## src/rtl/csi_pkt_tx_if.sv

```systemverilog
// rtl/csi_pkt_tx_if.sv - request, payload and byte-stream handshakes of the CSI-2 packet builder
interface csi_pkt_tx_if;
  logic        pkt_valid;
  logic        pkt_ready;
  logic [7:0]  pkt_di;
  logic [15:0] pkt_wc;
  logic        pay_valid;
  logic        pay_ready;
  logic [7:0]  pay_data;
  logic        out_valid;
  logic        out_ready;
  logic [7:0]  out_data;
  logic        out_sop;
  logic        out_eop;

  modport master (
    output pkt_valid, pkt_di, pkt_wc, pay_valid, pay_data, out_ready,
    input  pkt_ready, pay_ready, out_valid, out_data, out_sop, out_eop
  );

  modport slave (
    input  pkt_valid, pkt_di, pkt_wc, pay_valid, pay_data, out_ready,
    output pkt_ready, pay_ready, out_valid, out_data, out_sop, out_eop
  );
endinterface

```

## src/rtl/csi_pkt_tx.sv

```systemverilog
// rtl/csi_pkt_tx.sv - CSI-2 packet builder: header+ECC, payload, footer as a byte stream
// Optional CRC-16 footer enabled by CSI_PKT_TX_CRC_EN; otherwise the footer is zero.
module csi_pkt_tx #(
  parameter logic [5:0] SHORT_DT_MAX = 6'h0F,
  parameter int         WC_W         = 16
) (
  input  logic           clk,
  input  logic           reset_n,
  csi_pkt_tx_if.slave    bus,
  output logic           tx_busy
);

  typedef enum logic [1:0] {IDLE, HDR, PAY, CRC} state_t;

  state_t          state_q, state_n;
  logic [1:0]      idx_q, idx_n;
  logic [7:0]      di_q, di_n;
  logic [WC_W-1:0] wc_q, wc_n;
  logic [WC_W-1:0] rem_q, rem_n;
  logic            out_valid_q, out_valid_n;
  logic [7:0]      out_data_q, out_data_n;
  logic            out_sop_q, out_sop_n;
  logic            out_eop_q, out_eop_n;
  logic            busy_q, busy_n;
  logic            pkt_ready_q, pkt_ready_n;
  logic            pay_ready_c;
  logic            load;
  logic            is_short;
  logic [7:0]      ecc;
  logic [15:0]     footer;

  function automatic logic [7:0] ecc_calc(input logic [23:0] d);
    logic [7:0] p;
    p[0] = d[0]^d[1]^d[2]^d[4]^d[5]^d[7]^d[10]^d[11]^d[13]^d[16]^d[20]^d[21]^d[22]^d[23];
    p[1] = d[0]^d[1]^d[3]^d[4]^d[6]^d[8]^d[10]^d[12]^d[14]^d[17]^d[20]^d[21]^d[22]^d[23];
    p[2] = d[0]^d[2]^d[3]^d[5]^d[6]^d[9]^d[11]^d[12]^d[15]^d[18]^d[20]^d[21]^d[22];
    p[3] = d[1]^d[2]^d[3]^d[7]^d[8]^d[9]^d[13]^d[14]^d[15]^d[19]^d[20]^d[21]^d[23];
    p[4] = (^d[9:4]) ^ (^d[20:16]) ^ d[22] ^ d[23];
    p[5] = (^d[19:10]) ^ d[21] ^ d[22] ^ d[23];
    p[7:6] = 2'b00;
    return p;
  endfunction

`ifdef CSI_PKT_TX_CRC_EN
  logic [15:0] crc_q, crc_n;

  // Reflected CRC-16/CCITT, one payload byte per call, LSB first.
  function automatic logic [15:0] crc_upd(input logic [15:0] c, input logic [7:0] b);
    logic [15:0] r;
    r = c;
    for (int i = 0; i < 8; i++) begin
      if (r[0] ^ b[i]) r = (r >> 1) ^ 16'h8408;
      else             r = r >> 1;
    end
    return r;
  endfunction

  assign footer = crc_q;
`else
  assign footer = 16'h0000;
`endif

  assign is_short = (di_q[5:0] <= SHORT_DT_MAX);
  assign ecc      = ecc_calc({wc_q[15:0], di_q});
  assign load     = !out_valid_q || bus.out_ready;

  always_comb begin
    state_n     = state_q;
    idx_n       = idx_q;
    di_n        = di_q;
    wc_n        = wc_q;
    rem_n       = rem_q;
    out_valid_n = out_valid_q;
    out_data_n  = out_data_q;
    out_sop_n   = out_sop_q;
    out_eop_n   = out_eop_q;
    busy_n      = busy_q;
    pay_ready_c = 1'b0;
`ifdef CSI_PKT_TX_CRC_EN
    crc_n       = crc_q;
`endif
    if (load) begin
      out_valid_n = 1'b0;
      out_sop_n   = 1'b0;
      out_eop_n   = 1'b0;
    end
    if (out_valid_q && bus.out_ready && out_eop_q) busy_n = 1'b0;

    case (state_q)
      IDLE: begin
        // busy_q low guarantees the output register is already empty here
        if (bus.pkt_valid && pkt_ready_q) begin
          di_n        = bus.pkt_di;
          wc_n        = bus.pkt_wc;
          out_valid_n = 1'b1;
          out_data_n  = bus.pkt_di;
          out_sop_n   = 1'b1;
          busy_n      = 1'b1;
          idx_n       = 2'd1;
          state_n     = HDR;
`ifdef CSI_PKT_TX_CRC_EN
          crc_n       = 16'hFFFF;
`endif
        end
      end
      HDR: begin
        if (load) begin
          out_valid_n = 1'b1;
          idx_n       = idx_q + 2'd1;
          case (idx_q)
            2'd1:    out_data_n = wc_q[7:0];
            2'd2:    out_data_n = wc_q[15:8];
            default: begin
              out_data_n = ecc;
              out_eop_n  = is_short;
              idx_n      = 2'd0;
              rem_n      = wc_q;
              if (is_short)        state_n = IDLE;
              else if (wc_q == '0) state_n = CRC;
              else                 state_n = PAY;
            end
          endcase
        end
      end
      PAY: begin
        pay_ready_c = load;
        if (load && bus.pay_valid) begin
          out_valid_n = 1'b1;
          out_data_n  = bus.pay_data;
          rem_n       = rem_q - WC_W'(1);
`ifdef CSI_PKT_TX_CRC_EN
          crc_n       = crc_upd(crc_q, bus.pay_data);
`endif
          if (rem_q == WC_W'(1)) state_n = CRC;
        end
      end
      default: begin
        if (load) begin
          out_valid_n = 1'b1;
          if (idx_q == 2'd0) begin
            out_data_n = footer[7:0];
            idx_n      = 2'd1;
          end else begin
            out_data_n = footer[15:8];
            out_eop_n  = 1'b1;
            idx_n      = 2'd0;
            state_n    = IDLE;
          end
        end
      end
    endcase

    // Holding off until the eop byte has left keeps one idle cycle between packets.
    pkt_ready_n = (state_n == IDLE) && !busy_n;
  end

  always_ff @(posedge clk or negedge reset_n) begin
    if (!reset_n) begin
      state_q     <= IDLE;
      idx_q       <= 2'd0;
      di_q        <= 8'h00;
      wc_q        <= '0;
      rem_q       <= '0;
      out_valid_q <= 1'b0;
      out_data_q  <= 8'h00;
      out_sop_q   <= 1'b0;
      out_eop_q   <= 1'b0;
      busy_q      <= 1'b0;
      pkt_ready_q <= 1'b0;
`ifdef CSI_PKT_TX_CRC_EN
      crc_q       <= 16'hFFFF;
`endif
    end else begin
      state_q     <= state_n;
      idx_q       <= idx_n;
      di_q        <= di_n;
      wc_q        <= wc_n;
      rem_q       <= rem_n;
      out_valid_q <= out_valid_n;
      out_data_q  <= out_data_n;
      out_sop_q   <= out_sop_n;
      out_eop_q   <= out_eop_n;
      busy_q      <= busy_n;
      pkt_ready_q <= pkt_ready_n;
`ifdef CSI_PKT_TX_CRC_EN
      crc_q       <= crc_n;
`endif
    end
  end

  assign bus.pkt_ready = pkt_ready_q;
  assign bus.pay_ready = pay_ready_c;
  assign bus.out_valid = out_valid_q;
  assign bus.out_data  = out_data_q;
  assign bus.out_sop   = out_sop_q;
  assign bus.out_eop   = out_eop_q;
  assign tx_busy       = busy_q;

endmodule
```

## src/flat_wrapper.sv

```systemverilog
// flat-port wrapper written by rule: the top's interface ports become plain ports
module csi_pkt_tx_flat 
#(
  parameter logic [5:0] SHORT_DT_MAX = 6'h0F,
  parameter int         WC_W         = 16
)
  (clk, reset_n, tx_busy, bus_pkt_valid, bus_pkt_di, bus_pkt_wc, bus_pay_valid, bus_pay_data, bus_out_ready, bus_pkt_ready, bus_pay_ready, bus_out_valid, bus_out_data, bus_out_sop, bus_out_eop);
  csi_pkt_tx_if bus_i ();
  input  logic clk;
  input  logic reset_n;
  output logic tx_busy;
  input wire logic [$bits(bus_i.pkt_valid)-1:0] bus_pkt_valid;
  input wire logic [$bits(bus_i.pkt_di)-1:0] bus_pkt_di;
  input wire logic [$bits(bus_i.pkt_wc)-1:0] bus_pkt_wc;
  input wire logic [$bits(bus_i.pay_valid)-1:0] bus_pay_valid;
  input wire logic [$bits(bus_i.pay_data)-1:0] bus_pay_data;
  input wire logic [$bits(bus_i.out_ready)-1:0] bus_out_ready;
  output wire logic [$bits(bus_i.pkt_ready)-1:0] bus_pkt_ready;
  output wire logic [$bits(bus_i.pay_ready)-1:0] bus_pay_ready;
  output wire logic [$bits(bus_i.out_valid)-1:0] bus_out_valid;
  output wire logic [$bits(bus_i.out_data)-1:0] bus_out_data;
  output wire logic [$bits(bus_i.out_sop)-1:0] bus_out_sop;
  output wire logic [$bits(bus_i.out_eop)-1:0] bus_out_eop;
  assign bus_i.pkt_valid = bus_pkt_valid;
  assign bus_i.pkt_di = bus_pkt_di;
  assign bus_i.pkt_wc = bus_pkt_wc;
  assign bus_i.pay_valid = bus_pay_valid;
  assign bus_i.pay_data = bus_pay_data;
  assign bus_i.out_ready = bus_out_ready;
  assign bus_pkt_ready = bus_i.pkt_ready;
  assign bus_pay_ready = bus_i.pay_ready;
  assign bus_out_valid = bus_i.out_valid;
  assign bus_out_data = bus_i.out_data;
  assign bus_out_sop = bus_i.out_sop;
  assign bus_out_eop = bus_i.out_eop;
  csi_pkt_tx #(.SHORT_DT_MAX(SHORT_DT_MAX), .WC_W(WC_W)) u_core (.clk(clk), .reset_n(reset_n), .bus(bus_i), .tx_busy(tx_busy));
endmodule
```

## config.mk

```make
export PLATFORM = sky130hd
export DESIGN_NAME = csi_pkt_tx_flat
export DESIGN_NICKNAME = d
export VERILOG_FILES = /design/src/rtl/csi_pkt_tx_if.sv /design/src/rtl/csi_pkt_tx.sv /design/src/flat_wrapper.sv
export SDC_FILE = /design/constraint.sdc
export NUM_CORES = 1
export LEC_CHECK = 0
export CORE_AREA = 3 3 93 95
export CTS_BUF_LIST = sky130_fd_sc_hd__clkbuf_8
export DETAILED_ROUTE_END_ITERATION = 10
export DIE_AREA = 0 0 96 98
export GPL_TIMING_DRIVEN = 0
export HOLD_SLACK_MARGIN = 0.05
export PLACE_DENSITY = 0.8
export SKIP_LAST_GASP = 1
export SYNTH_ARGS = -nofsm -noshare
export SYNTH_HDL_FRONTEND = slang
export SYNTH_SLANG_ARGS = --single-unit
```

## constraint.sdc

```tcl
create_clock -name clk -period 2 [get_ports clk]
set_input_delay 0.5 -clock clk [delete_from_list [all_inputs] [get_ports clk]]
set_output_delay 0.5 -clock clk [all_outputs]
set_load 0.03 [all_outputs]
```

* Word-level counts from Yosys, hierarchy flattened
Index checks and enable logic that the tools add are counted.
** Word-level totals
- Register bits after elaboration :: 57
- Input port bits :: 37
- Output and inout bits :: 14
** Operators by class
- Add/sub/neg operators :: 2
- Magnitude comparators :: 1
- Eq/ne operators :: 9
- Multiplexer cells :: 44
- Bitwise operators :: 56
- Reduce and logical (&&, ||, !) cells :: 24
** Operator list (count)
- $xor 1x1->1 :: 55
- $mux 16 :: 3
- $mux 8 :: 4
- $pmux 16 s2 :: 1
- $mux 2 :: 12
- $pmux 8 s3 :: 1
- $mux 1 :: 18
- $eq 16x1->1 const B :: 1
- $logic_not 16->1 :: 1
- $pmux 8 s2 :: 1
- $sub 16x1->16 const B :: 1
- $pmux 2 s3 :: 2
- $reduce_and 4->1 :: 3
- $reduce_xor 10->1 :: 1
- $le 6x4->1 const B :: 1
- $logic_not 2->1 :: 3
- $ne 2x1->1 const B :: 3
- $reduce_xor 6->1 :: 1
- $logic_and 1x1->1 :: 5
- $reduce_xor 5->1 :: 1
- $eq 2x1->1 const B :: 2
- $eq 2x2->1 const B :: 2
- $pmux 1 s2 :: 2
- $reduce_bool 2->1 :: 2
- 8 further kinds :: 10

* Depth between registers and ports, before layout
Gate-level depths: netlist of the first run.
- Word-level depth :: 16
- Mapped depth :: 8
- Gate-level depth less buffers :: 7

* Worst setup path after synthesis of the first run
Ideal clock, no wire load.
- Path type :: reg2reg
- From :: reg u_core.wc_q[12]
- To :: reg u_core.out_data_q[3], in the netlist u_core.bus.out_data[3]
- Arrival time :: 1.773 ns
- Required time :: 1.896 ns
- Setup slack :: 0.123 ns
- Cell stages (with the launch flop) :: 7
- Buffers on the path :: 1
- Period minus slack after synthesis :: 1.877 ns
- Path through :: dfrtp_1 > buf_4 > xnor3_1 > xnor2_1 > xnor3_1 > a211o_1 > o311ai_1
** On the way
- Word-level cells in the longest chain between the ends :: 6
** RTL lines
- start, declared :: RTL line csi_pkt_tx.sv:18 : logic [WC_W-1:0] wc_q, wc_n;
- start signal, assigned :: RTL line csi_pkt_tx.sv:177 : wc_q <= wc_n;
- $xor 1x1->1 (3 in a row) :: RTL line csi_pkt_tx.sv:37 : p[3] = d[1]^d[2]^d[3]^d[7]^d[8]^d[9]^d[13]^d[14]^d[15]^d[19]^d[20]^d[21]^d[23];
- $pmux 8 s2 :: RTL line csi_pkt_tx.sv:110 : case (idx_q)
- $mux 8 :: RTL line csi_pkt_tx.sv:107 : if (load) begin
- $pmux 8 s3 :: RTL line csi_pkt_tx.sv:89 : case (state_q)
- end signal, assigned :: RTL line csi_pkt_tx.sv:180 : out_data_q <= out_data_n;
- end, declared :: RTL line csi_pkt_tx.sv:21 : logic [7:0] out_data_q, out_data_n;
Every way passes these cells. The select of a mux whose other input is x is not followed.
A chain may end at the register's enable or synchronous reset.

* Final worst setup path of the first run
- From :: reg u_core.di_q[0]
- To :: reg u_core.out_data_q[1], in the netlist u_core.bus.out_data[1]
** On the way
- Word-level cells in the longest chain between the ends :: 16
** RTL lines
- start, declared :: RTL line csi_pkt_tx.sv:17 : logic [7:0] di_q, di_n;
- start signal, assigned :: RTL line csi_pkt_tx.sv:176 : di_q <= di_n;
- $xor 1x1->1 (13 in a row) :: RTL line csi_pkt_tx.sv:35 : p[1] = d[0]^d[1]^d[3]^d[4]^d[6]^d[8]^d[10]^d[12]^d[14]^d[17]^d[20]^d[21]^d[22]^d[23];
- $pmux 8 s2 :: RTL line csi_pkt_tx.sv:110
- $mux 8 :: RTL line csi_pkt_tx.sv:107
- $pmux 8 s3 :: RTL line csi_pkt_tx.sv:89
Every way passes these cells. The select of a mux whose other input is x is not followed.

==> run_results.csv, run 1 <==
group,metric,value,unit
cts,clockBufferDepth,2,
timing,period_share,0.980,
yosys,synth_compound_area_frac,0.187,
timing,hold_viol_final,0,
placement,dp_slack,-545,ps
yosys,synth_flop_cell,"dfrtp_1",
cts,cts_inserted_buffers,9,
timing,timing.fmax,510,MHz
timing,maxSlewHeadroom,0.580,
yosys,syn-num-nets,423,
yosys,synth_top_family_by_area,"compound AO/OA/AOI/OAI gates",
yosys,postSynthAreaPerCell,9.40,um2
run,maxCapViolCount,0,
setup_path,rrSetupSlack,40,ps
floorplanning,die_w,96,um
yosys,syn_area,0.00352,mm2
yosys,ys_seq_elements,57,
timing,fin_skew,6.54,ps
global_routing,antenna_found_initial,0,
detailed_routing,drt_first_pass_iters,7,
yosys,yosys.area_share.simple,0.142,
detailed_routing,routed_wl,9740,um
floorplanning,num_rows,32,
final_layout,drive_gt1_frac,0.173,
setup_path,r2r_cells,5,
yosys,synthCells,374,
global_routing,grt_usage,0.214,
setup_path,worst_ep_required_time,2230,ps
final_layout,finalNetCount,489,
global_routing,grt_util_met2,0.335,
timing,fin_crit,1960,ps
global_routing,met3_usage,0.0447,
pwr,pwr_density_cell,578,mW/mm2
final_layout,final_cells,546,
setup_path,end_kind,"register",
timing,setup_ws,40.5,ps
floorplanning,boundaryPins,51,
global_routing,overflow,0,
cts,cts_root_buf,"clkbuf_8",
setup_path,critPathLaunch,"u_core.di_q[0]",
setup_path,timing.rr.start,"u_core.di_q[0]",
pwr,p_leak,1.98,nW
final_layout,area_delta_synth_final,28.1,%
detailed_routing,wire_per_inst,17.8,um
floorplanning,start_util,0.450,
placement,gp_congestion,0.926,
detailed_routing,vias,3138,
floorplanning,die_area,0.00941,mm2
placement,dp_cells,527,
timing,drv_slew,0,
detailed_routing,ant_nets,0,
cts,clk_pin_slew,60,ps
yosys,async_flop_share,1.00,
global_routing,busiest_layer,"met2",
cts,cts_sinks,57,
setup_path,cp-endpoint,"u_core.bus.out_data[1]",
detailed_routing,drt_iter0_drc,334,
timing,tns,0,ps
timing,finalSetupViolations,0,
run_status,status,"finished, final reports clean",
yosys,synth-edff-count,0,
yosys,synthDistinctLibCells,53,
cts,tritoncts,"done",
global_routing,grt_start_max_net_pins,32,
yosys,synth_seq_area_share,0.406,
yosys,muxShareOfSynthArea,0.0523,
yosys,synth_xor_area_frac,0.118,
yosys,yosys_warnings,0,
global_routing,grt_pass1_vias,3076,
yosys,synthAdderAreaFrac,0.0427,
cts,clock_latency,350,ps
final_layout,antenna_cells,0,
placement,dp_hpwl,7030,um
setup_path,cp_max_fo,2,
floorplanning,die_h,98,um
hold_path,hold_class,"input pin to async pin",
setup_path,r2r-end,"u_core.bus.out_data[1]",
floorplanning,core,0.00781,mm2
global_routing,grtUsageMet1,0.286,
timing,rsz0062_at_grt,"yes",
setup_path,start_kind,"register",
setup_path,crit_arrival,2190,ps
setup_path,path_class,"register to register",
detailed_routing,drc,0,
detailed_routing,via_per_inst,5.75,
timing,worst_pin_slew,630,ps
cts,h-tree-depth,3,
pwr,vdd_drop_max,0.294,mV
global_routing,grt_pass1_wl,15400,um
placement,io_buffer_count,50,
## cells in the final DEF (no fill, tap or decap), drive strengths merged, types with 3 or more instances in the layout
cell type / synthesis / final
a21oi: 26 / 26
a221oi: 4 / 4
a22oi: 5 / 5
a2bb2oi: 3 / 3
a31oi: 5 / 5
buf: 6 / 17
clkbuf: 19 / 25
clkdlybuf4s50: 0 / 48
clkinv: 0 / 4
dfrtp: 57 / 57
ha: 12 / 12
inv: 20 / 20
mux2: 11 / 11
mux2i: 6 / 6
nand2: 31 / 31
nand2b: 5 / 5
nand3: 7 / 7
nor2: 33 / 33
nor3: 5 / 5
nor4: 4 / 4
o21ai: 33 / 33
o22a: 3 / 3
o22ai: 4 / 4
o2bb2ai: 3 / 3
o311ai: 3 / 3
or3: 3 / 3
xnor2: 21 / 21
xnor3: 8 / 8
xor2: 6 / 6
## power by group
part | switching, W | leakage [nW] | internal [W]
clock | 0.000457 | 0.0929 | 0.000462
combinational | 0.000192 | 1.25 | 0.000193
sequential | 0.0000851 | 0.640 | 0.00122
## Yosys cell counts (2+ instances only)
cell,instances,share of area
ha_1,12,0.043
and2_1,2,0.0036
o22ai_1,4,0.0071
a221oi_1,4,0.010
and3_1,2,0.0036
nor2_1,33,0.035
a21oi_1,26,0.037
clkbuf_1,18,0.019
xnor2_1,21,0.052
nor4_1,4,0.0071
mux2_2,11,0.035
o311ai_0,2,0.0050
buf_4,2,0.0043
nor3_1,5,0.0071
a22oi_1,5,0.011
nand2_1,31,0.033
nand3_1,7,0.010
mux2i_1,6,0.017
and4_1,2,0.0050
a21o_1,2,0.0043
buf_2,4,0.0057
a22o_1,2,0.0050
a31oi_1,5,0.0089
a211oi_1,2,0.0043
o2bb2ai_1,3,0.0075
xnor3_1,8,0.051
o21ai_0,32,0.046
or3_1,3,0.0053
xor2_1,6,0.015
nand2b_1,5,0.0089
inv_1,20,0.021
nor4bb_1,2,0.0057
dfrtp_1,57,0.41
nand4_1,2,0.0036
o22a_1,3,0.0075
a2bb2oi_1,3,0.0075
nor2b_1,2,0.0036
## how the worst min path moves through the flow
stage | end | cells after the start | start
final | u_core.wc_q[3] | 1 | reset_n
after global routing | u_core.wc_q[3] | 1 | reset_n
after CTS | u_core.wc_q[3] | 1 | reset_n
after detailed placement | u_core.bus.out_sop | 1 | u_core.bus.out_sop
after global placement | u_core.bus.out_sop | 1 | u_core.bus.out_sop
after floorplan | async pin | 0 | reset_n
## area by class of cell
type | count | area [um2]
plain buffers | 21 | 111
clock buffers | 10 | 138
clock inverters | 5 | 23.8
fillers | 672 | 3300
inverters | 20 | 78.8
multi-input cells | 272 | 2020
flip-flops and latches | 57 | 1440
well taps | 102 | 128
repair buffers | 59 | 573
## state kept, by name, summed over array words and instances (netlist names), named ones only
| signal | flops |
|---|---|
| u_core.rem_q | 16 |
| u_core.tx_busy | 1 |
| u_core.bus.out_data | 8 |
| u_core.bus.out_sop | 1 |
| u_core.bus.pkt_ready | 1 |
| u_core.idx_q | 2 |
| u_core.wc_q | 16 |
| u_core.di_q | 8 |
| u_core.bus.out_valid | 1 |
| u_core.state_q | 2 |
## metrics by stage
| step | utilization | total power (W) | hold slack [ps] | area [um2] |
|---|---|---|---|---|
| floorplan | - | 0.00149 | 204 | 3520 |
| global placement | 0.531 | 0.00168 | 460 | 4150 |
| detailed placement | 0.533 | 0.00169 | 469 | 4160 |
| CTS | 0.564 | 0.00261 | 185 | 4400 |
| global route | 0.577 | 0.00272 | 215 | 4510 |
| finish | 0.577 | 0.00260 | 170 | 4510 |
## metal layers
metal  wire [um]  up-vias
met3         765       30
met2        4710      158
met5           0        -
li1            -     1459
met4         305        0
met1        3960     1491
## worst max-delay path, stage by stage (launching register included)
cell      delay [ps]
dfrtp_1          410
xnor2_2          200
xnor3_1          470
xnor3_1          420
a211oi_2          80
a311o_1          270
## timing repair
item | 4_1_cts | 5_1_grt
pin swaps | 5 | 7
cloned | 0 | 0
hold buffers | 0 | 0
gates resized for setup | 25 | 33
buffers inserted | 4 | 4
setup endpoints to repair | 15 | 32
## logic make-up after synthesis
logic type / Yosys count
and+or+nand+nor: 104
xor gates and xnor gates: 35
buffers and inverters: 45
DFF: 57
AOI/OAI and AO/OA: 104
muxes: 17
adders and majority gates: 12
Note: power is estimated with default switching activity, not from simulation.
==> inputs of run 2 (changes only) <==
--- a/config.mk
+++ b/config.mk
@@ -7,6 +7,7 @@
 export LEC_CHECK = 0
 export CORE_AREA = 3 3 93 95
 export CTS_BUF_LIST = sky130_fd_sc_hd__clkbuf_8
+export CTS_CLUSTER_DIAMETER = 50
 export DETAILED_ROUTE_END_ITERATION = 10
 export DIE_AREA = 0 0 96 98
 export GPL_TIMING_DRIVEN = 0
==> results of run 2 <==
The final DEF is identical to that of run 1; final timing and power are the same.
